`config.mk`:
```
export PLATFORM = sky130hd
export DESIGN_NAME = stream_arbiter_qos_rr
export DESIGN_NICKNAME = d
export VERILOG_FILES = /design/src/rtl/stream_arbiter_qos_rr.sv
export SDC_FILE = /design/constraint.sdc
export NUM_CORES = 1
export LEC_CHECK = 0
export ABC_AREA = 1
export BUFFER_PORTS_ARGS = -buffer_cell sky130_fd_sc_hd__buf_2
export CAP_MARGIN = 30
export CORE_MARGIN = 1.5
export CORE_UTILIZATION = 35
export CTS_CLUSTER_DIAMETER = 120
export DETAILED_ROUTE_END_ITERATION = 16
export PLACE_DENSITY = 0.57
export SLEW_MARGIN = 40
export SYNTH_ARGS = -nofsm -noshare
export SYNTH_HDL_FRONTEND = slang
export SYNTH_SLANG_ARGS = --single-unit
export TNS_END_PERCENT = 20
```
`constraint.sdc`:
```
create_clock -name clk_i -period 14.95 [get_ports clk_i]
set_clock_uncertainty 0.05 [all_clocks]
set_input_delay 2.99 -clock clk_i [delete_from_list [all_inputs] [get_ports clk_i]]
set_output_delay 2.99 -clock clk_i [all_outputs]
set_load 0.01 [all_outputs]
```
`src/rtl/stream_arbiter_qos_rr.sv`:
```
// stream_arbiter_qos_rr: packet-level QoS/round-robin stream arbiter with starvation aging and a registered output slot
module stream_arbiter_qos_rr #(
  parameter int T_DATA_WIDTH = 8,
  parameter int T_QOS__WIDTH = 4,
  parameter int STREAM_COUNT = 4,
  parameter int T_ID___WIDTH = $clog2(STREAM_COUNT),
  parameter int STARVE_LIMIT = 4
) (
  input  logic                                       clk_i,
  input  logic                                       rst_i,
  input  logic [STREAM_COUNT-1:0][T_DATA_WIDTH-1:0] s_data_i,
  input  logic [STREAM_COUNT-1:0][T_QOS__WIDTH-1:0] s_qos_i,
  input  logic [STREAM_COUNT-1:0]                    s_last_i,
  input  logic [STREAM_COUNT-1:0]                    s_valid_i,
  output logic [STREAM_COUNT-1:0]                    s_ready_o,
  output logic [T_DATA_WIDTH-1:0]                    m_data_o,
  output logic [T_QOS__WIDTH-1:0]                    m_qos_o,
  output logic [T_ID___WIDTH-1:0]                    m_id_o,
  output logic                                       m_last_o,
  output logic                                       m_valid_o,
  input  logic                                       m_ready_i
);
  localparam int CW = (STARVE_LIMIT == 0) ? 1 : $clog2(STARVE_LIMIT + 1);
  localparam logic [CW-1:0] LIM = CW'(STARVE_LIMIT);
  typedef enum logic {IDLE, LOCKED} state_t;
  state_t                  state_q;
  logic [T_ID___WIDTH-1:0] grant_q, rr_q, win, sel, idx;
  logic [CW-1:0]           starve_q [STREAM_COUNT];
  logic [STREAM_COUNT-1:0] starved, top, cand;
  logic [T_QOS__WIDTH-1:0] max_qos;
  logic [T_DATA_WIDTH-1:0] m_data_q;
  logic [T_QOS__WIDTH-1:0] m_qos_q;
  logic [T_ID___WIDTH-1:0] m_id_q;
  logic                    m_last_q, m_valid_q, slot_free, accept;
  always_comb begin
    max_qos = '0;
    for (int i = 0; i < STREAM_COUNT; i++)
      max_qos = (s_valid_i[i] && s_qos_i[i] > max_qos) ? s_qos_i[i] : max_qos;
    for (int i = 0; i < STREAM_COUNT; i++) begin
      starved[i] = (STARVE_LIMIT != 0) && s_valid_i[i] && starve_q[i] == LIM;
      top[i]     = s_valid_i[i] && s_qos_i[i] == max_qos;
    end
    cand = |starved ? starved : top;
    win  = '0;
    idx  = '0;
    for (int k = STREAM_COUNT; k >= 1; k--) begin
      idx = T_ID___WIDTH'((int'(rr_q) + k) % STREAM_COUNT);
      win = cand[idx] ? idx : win;
    end
  end
  assign slot_free = ~m_valid_q | m_ready_i;
  assign sel       = (state_q == LOCKED) ? grant_q : win;
  assign s_ready_o = (rst_i || !slot_free || (state_q == IDLE && !(|cand))) ? '0 : STREAM_COUNT'(1) << sel;
  assign accept    = |(s_ready_o & s_valid_i);
  always_ff @(posedge clk_i) begin
    if (rst_i) begin
      state_q   <= IDLE;
      grant_q   <= '0;
      rr_q      <= T_ID___WIDTH'(STREAM_COUNT - 1);
      m_data_q  <= '0;
      m_qos_q   <= '0;
      m_id_q    <= '0;
      m_last_q  <= 1'b0;
      m_valid_q <= 1'b0;
      for (int i = 0; i < STREAM_COUNT; i++) starve_q[i] <= '0;
    end else begin
      if (accept) begin
        m_data_q  <= s_data_i[sel];
        m_qos_q   <= s_qos_i[sel];
        m_id_q    <= sel;
        m_last_q  <= s_last_i[sel];
        m_valid_q <= 1'b1;
      end else if (m_ready_i) m_valid_q <= 1'b0;
      if (accept && state_q == IDLE) begin
        rr_q <= win;
        if (!s_last_i[sel]) begin
          state_q <= LOCKED;
          grant_q <= win;
        end
        for (int i = 0; i < STREAM_COUNT; i++)
          starve_q[i] <= (T_ID___WIDTH'(i) == win) ? '0 :
                         (s_valid_i[i] && starve_q[i] != LIM) ? starve_q[i] + CW'(1) : starve_q[i];
      end else if (accept && s_last_i[sel]) state_q <= IDLE;
    end
  end
  assign m_data_o  = m_data_q;
  assign m_qos_o   = m_qos_q;
  assign m_id_o    = m_id_q;
  assign m_last_o  = m_last_q;
  assign m_valid_o = m_valid_q;
endmodule

```
## Word-level counts from Yosys, hierarchy flattened

Memory sizes are Yosys's and may differ from the RTL's.
Cells that the tools add are included.
W data, S select, Z words.

- Bits in registers: 21
- RAM bits: 12
- Memories kept: 1

- Add/subtract/negate cells: 8
- Order comparisons: 9
- Equal/unequal tests: 16
- Shifts and indexed selects: 1
- Muxes and demuxes: 47
- Bitwise operators: 9
- Reductions and logical operators: 31

Memories:

| name | depth | bits a word | rd ports | clocked after Yosys merged registers in | write ports | line | text |
|---|---|---|---|---|---|---|---|
| starve_q | 4 | 3 | 4 | 0 | 4 | 28 | `logic [CW-1:0] starve_q [STREAM_COUNT];` |

Operators with widths:

| operator | number |
|---|---|
| $mux W3 | 12 |
| $mux W4 | 7 |
| $logic_and A1 B1 Y1 | 19 |
| $bmux W8 S2 | 1 |
| $eq A4 B4 Y1 | 4 |
| $lt A2 B3 Y1 const B | 5 |
| $mux W1 | 15 |
| $add A3 B1 Y3 const B | 4 |
| $eq A3 B3 Y1 const B | 4 |
| $gt A4 B4 Y1 | 3 |
| $ne A3 B3 Y1 const B | 4 |
| $reduce_or A4 Y1 | 3 |
| $bmux W1 S2 | 5 |
| $mux W2 | 5 |
| $bmux W4 S2 | 1 |
| $mux W8 | 1 |
| $or A1 B1 Y1 | 5 |
| $add A2 B1 Y2 const B | 2 |
| $add A2 B2 Y2 const B | 2 |
| $and A4 B4 Y4 | 1 |
| $eq A2 B2 Y1 const A | 2 |
| $gt A4 B1 Y1 const B | 1 |
| $reduce_and A2 Y1 | 2 |
| $reduce_bool A2 Y1 | 2 |
| other kinds (7) | 11 |

## Longest topological paths before layout

- Depth in word-level cells: 31
- Mapped depth: 50
- Depth with buffers taken out: 50

## Worst setup path after synthesis

No wires, ideal clock.

- Path type: input port to output port
- Start: input port s_qos_i[3] in the netlist's numbering
- End: output port s_ready_o[1]
- Arrival: 7109 ps
- Path slack: 4801 ps
- Stages: 40
- Buffers on the path: 3
- Cell sequence: nand2_1 ha_1 nand2_1 inv_1 nand2_1 nand2_2 nand2_4 nand2_1 nand2_1 inv_1 ha_1 nand2_1 inv_1 nand2_1 nand2_1 nand2_4 clkinv_2 nand2_2 [... 4 more ...] nand2_2 buf_4 nand3_1 nand3_1 nand2_1 nor2_1 nand3_2 nand3_1 nand3_1 nand2_1 inv_1 nand2_2 nand3_1 nand3_1 nand2_2 buf_2 buf_4 nor2_1

- Cells in the longest elaborated chain, start to end: 24
- Elaborated cells on any way between the ends: 40
- Classes of those cells: order compare: 4; eq/ne: 4; shift: 1; mux: 19; reduce/logical: 12

RTL lines:

| element | line | text |
|---|---|---|
| start, declared | 12 | `input logic [STREAM_COUNT-1:0][T_QOS__WIDTH-1:0] s_qos_i,` |
| $gt A4 B1 Y1 | 38 | `max_qos = (s_valid_i[i] && s_qos_i[i] > max_qos) ? s_qos_i[i] : max_qos;` |
| $logic_and A1 B1 Y1 | 38 |  |
| $mux W4 | 38 |  |
| $gt A4 B4 Y1 | 38 |  |
| $logic_and A1 B1 Y1 | 38 |  |
| $mux W4 | 38 |  |
| $gt A4 B4 Y1 | 38 |  |
| $logic_and A1 B1 Y1 | 38 |  |
| [... 5 more ...] | n/a |  |
| $logic_and A1 B1 Y1 | 41 | `top[i] = s_valid_i[i] && s_qos_i[i] == max_qos;` |
| $mux W4 (*) | 43 | `cand = \|starved ? starved : top;` |
| $bmux W1 S2 | 48 | `win = cand[idx] ? idx : win;` |
| $mux W1 (not written as such) | 48 |  |
| $mux W2 (4 in series) | 48 |  |
| $mux W2 | 52 | `assign sel = (state_q == LOCKED) ? grant_q : win;` |
| $shl A1 B2 Y4 | 53 | `assign s_ready_o = (rst_i \|\| !slot_free \|\| (state_q == IDLE && !(\|cand))) ? '0 : STREAM_COUNT'(1) << sel;` |
| $mux W4 (*) | 53 |  |
| end, declared | 15 | `output logic [STREAM_COUNT-1:0] s_ready_o,` |

Every way passes the cells marked *; elsewhere a longest branch is shown, timed or not. The select of a mux whose other input is x is not followed.

## Worst setup path in the final report

- Start: input port s_valid_i[0]
- End: output port s_ready_o[3]

- Cells in the longest elaborated chain, start to end: 23
- Elaborated cells on any way between the ends: 41
- Classes of those cells: order compare: 3; eq/ne: 4; shift: 1; mux: 19; reduce/logical: 14

RTL lines:

| element | line | text |
|---|---|---|
| start, declared | 14 | `input logic [STREAM_COUNT-1:0] s_valid_i,` |
| $logic_and A1 B1 Y1 | 38 |  |
| $mux W4 | 38 |  |
| $gt A4 B4 Y1 | 38 |  |
| $logic_and A1 B1 Y1 | 38 |  |
| $mux W4 | 38 |  |
| $gt A4 B4 Y1 | 38 |  |
| $logic_and A1 B1 Y1 | 38 |  |
| $mux W4 | 38 |  |
| [... 4 more ...] | n/a |  |
| $logic_and A1 B1 Y1 | 41 |  |
| $mux W4 (*) | 43 |  |
| $bmux W1 S2 | 48 |  |
| $mux W1 (not written as such) | 48 |  |
| $mux W2 (4 in series) | 48 |  |
| $mux W2 | 52 |  |
| $shl A1 B2 Y4 | 53 |  |
| $mux W4 (*) | 53 |  |

Marked as above.

==> qor.csv <==
metric,value,unit
Reg2Reg Capture Point,starve_q[0][8]$_SDFFCE_PP0P_,
Top Metal Used,met4,
io pins,79,
Critical Path Start Type,primary input,
"most common cell after layout, fill and taps aside",nand2_1,
biggest area consumer among synthesized cells,nand3_1,
R2R depth,24,
met2 WL post-DR,4568,um
vias in the first global route,3224,
gr usage total,19.28,%
final setup fails,0,
WL/cell,13.63,um
largest net degree at the start of global routing,32,
setup slack at placement,3.704,ns
max-slew violation count,0,
Worst EP required,11.91,ns
Netlist Area Pre-Place,3237,um^2
initial antenna violation count,0,
worst skew pair latency,0.28,ns
# DRC,0,
Setup crit end kind,output pin,
R2R Path Start,starve_q[0][9]$_SDFFCE_PP0P_,
worst setup path class,in2out,
fin crit period,11.27,ns
post-CTS sizing,0,
Pwr Total,0.0007199,W
Hold Path Stages,2,
Syn Inst Count,509,
grt total ovfl,0,
clk buf depth,2,
status,finished clean,
Setup Buffers After CTS,0,
Setup TNS,0,ns
crit path from,s_valid_i[0],
pwr dens,189.5,nW/um^2
Synth cell types,34,
#FFs+latches synth,33,
"most used cell, CP",nand2_1,
filler cell count,967,
syn nets,588,
final hold violation count,0,
post-route cell area,3799,um^2
Placed Area,3679,um^2
first-pass GRT wire length,15400,um
Static Leak,2.036,nW
Die Area,9834,um^2
# nets final,660,
slew margin rel.,64.66,%
crit path max fanout,31,
core footprint,8848,um^2
Root Buffer,clkbuf_8,
worst reg-to-reg setup slack,11.12,ns
Min-Delay Path Class,reg2reg,
post-DP HPWL,7576,um
f_max,88.71,MHz
# Max-Cap Violations,0,
die height,99.17,um
Worst Path Arrival,8.23,ns
period utilisation layout,75.40,%
antenna cell count,0,
# port buffers,78,
Die Wd,99.17,um
CTS tree,built,
Routability Congestion,0.9736,
Worst-Margin Slew,0.5283,ns
CP peak stage delay,0.41,ns
WHS Endpoint,m_last_o$_SDFFE_PP0N_,
Metal-1 WL,4357,um
yosys warns,0,
syn avg cell area,6.359,um^2
DR vias/cell,5.017,
cts hold-fix bufs,0,
via count,3462,
post-route setup slack,3.677,ns
Num CTS Buffers,5,
first-pass iteration count of the detailed router,5,
Area Overhead vs Synth,17.36,%
final wirelength,9402,um
remaining antenna violation count,0,
CTS sink cnt,33,
FP Rows,34,
Initial Utilization,36.58,%
Max H-tree Level,2,
register area share after synthesis,24.12,%
clock transition at the registers of the reported paths,0.07,ns
Hold Startpoint,m_last_o$_SDFFE_PP0N_,
Initial DRC Count,177,
"top cells by area, synth","nand3_1 14%, dfxtp_1 13%, edfxtp_1 11%, nand2_1 11%, nor2_1 9.0%",
share of Yosys cell area claimed by the top area cell type,13.61,%
CP max stage cell,nand2_2,
final core utilization,42.93,%
VDD IR max,0.1355,mV
most frequent cells in the layout,"96 x nand2_1, 88 x nand3_1, 78 x nor2_1, 78 x buf_2, 60 x inv_1",
share of cells above drive strength 1,22.34,%
Met3 Wirelength,416,um
RSZ-0062 raised after global routing,no,
where the power goes:
group / switching [W] / total (W) / internal [W] / leakage, nW
combinational: 0.000323 / 0.000477 / 0.000155 / 1.68
sequential: 0.0000201 / 0.000152 / 0.000132 / 0.296
clock: 0.0000363 / 0.0000905 / 0.0000542 / 0.0574
total: 0.000379 / 0.000720 / 0.000341 / 2.04
worst max path at each step:
stage / end / slack, ns
floorplan: s_ready_o[1] / 4.80
global placement: s_ready_o[3] / 3.86
detailed placement: s_ready_o[3] / 3.70
CTS: s_ready_o[3] / 3.67
global route: s_ready_o[3] / 3.03
finish: s_ready_o[3] / 3.68
flip-flops by register name (all words and copies together), names as in the netlist:
| signal | count |
|---|---|
| m_data_o | 8 |
| starve_q | 12 |
| m_valid_o | 1 |
| m_qos_o | 4 |
| rr_q | 2 |
| m_last_o | 1 |
| grant_q | 2 |
| m_id_o | 2 |
| state_q | 1 |
metal layers:
layer,up-vias,global-route usage [%]
li1,1827,-
met4,0,2.925
met3,4,2.952
met5,-,0
met2,74,33.74
met1,1557,25.70
synth_stat cells (all sizes together):
| cell type | instances |
|---|---|
| nand2 | 115 |
| nand3 | 97 |
| nor2 | 85 |
| inv | 67 |
| o21ai | 29 |
| dfxtp | 21 |
| ha | 20 |
| a21oi | 15 |
| edfxtp | 12 |
| buf | 11 |
| o211ai | 8 |
| nand4 | 6 |
| nor3 | 5 |
| o22ai | 4 |
| xnor2 | 4 |
| nand3b | 3 |
| clkbuf | 2 |
| a211oi | 1 |
| a41oi | 1 |
| clkinv | 1 |
| o21bai | 1 |
| xor2 | 1 |
worst max-delay path: cells and delay by family:
| kind | cells | cell delay, ns |
|---|---|---|
| and+or+nand+nor | 29 | 3.31 |
| adders and majority gates | 3 | 0.91 |
| buffers and inverters | 9 | 0.78 |
| AOI/OAI and AO/OA | 2 | 0.25 |
cell type report:
cell class | count | area [um^2] | area share, %
multi-input combinational | 395 | 2116 | 55.70
sequential | 33 | 780.7 | 20.55
timing repair buffer | 78 | 390.4 | 10.28
inverter | 68 | 256.5 | 6.752
tap | 108 | 135.1 | 3.557
clock buffer | 6 | 82.58 | 2.174
clock inverter | 2 | 37.54 | 0.9881
per-stage QoR:
| stage | hold slack [ns] | instances |
|---|---|---|
| 6_report | 0.4370 | 690 |
| 5_1_grt | 0.4874 | 690 |
| 4_1_cts | 0.4412 | 690 |
| 3_5_place_dp | 0.4205 | 682 |
| 3_3_place_gp | 0.4221 | 682 |
| 2_1_floorplan | 0.4358 | 509 |
logic make-up after synthesis:
group,count (synthesis),synth area share (%)
xor+xnor,5,1.353
buf+inv,81,10.51
flops,33,24.12
simple gates,311,46.00
compound gates,59,10.28
fa+ha+maj,20,7.731
Note: power is estimated with default switching activity, not from simulation.
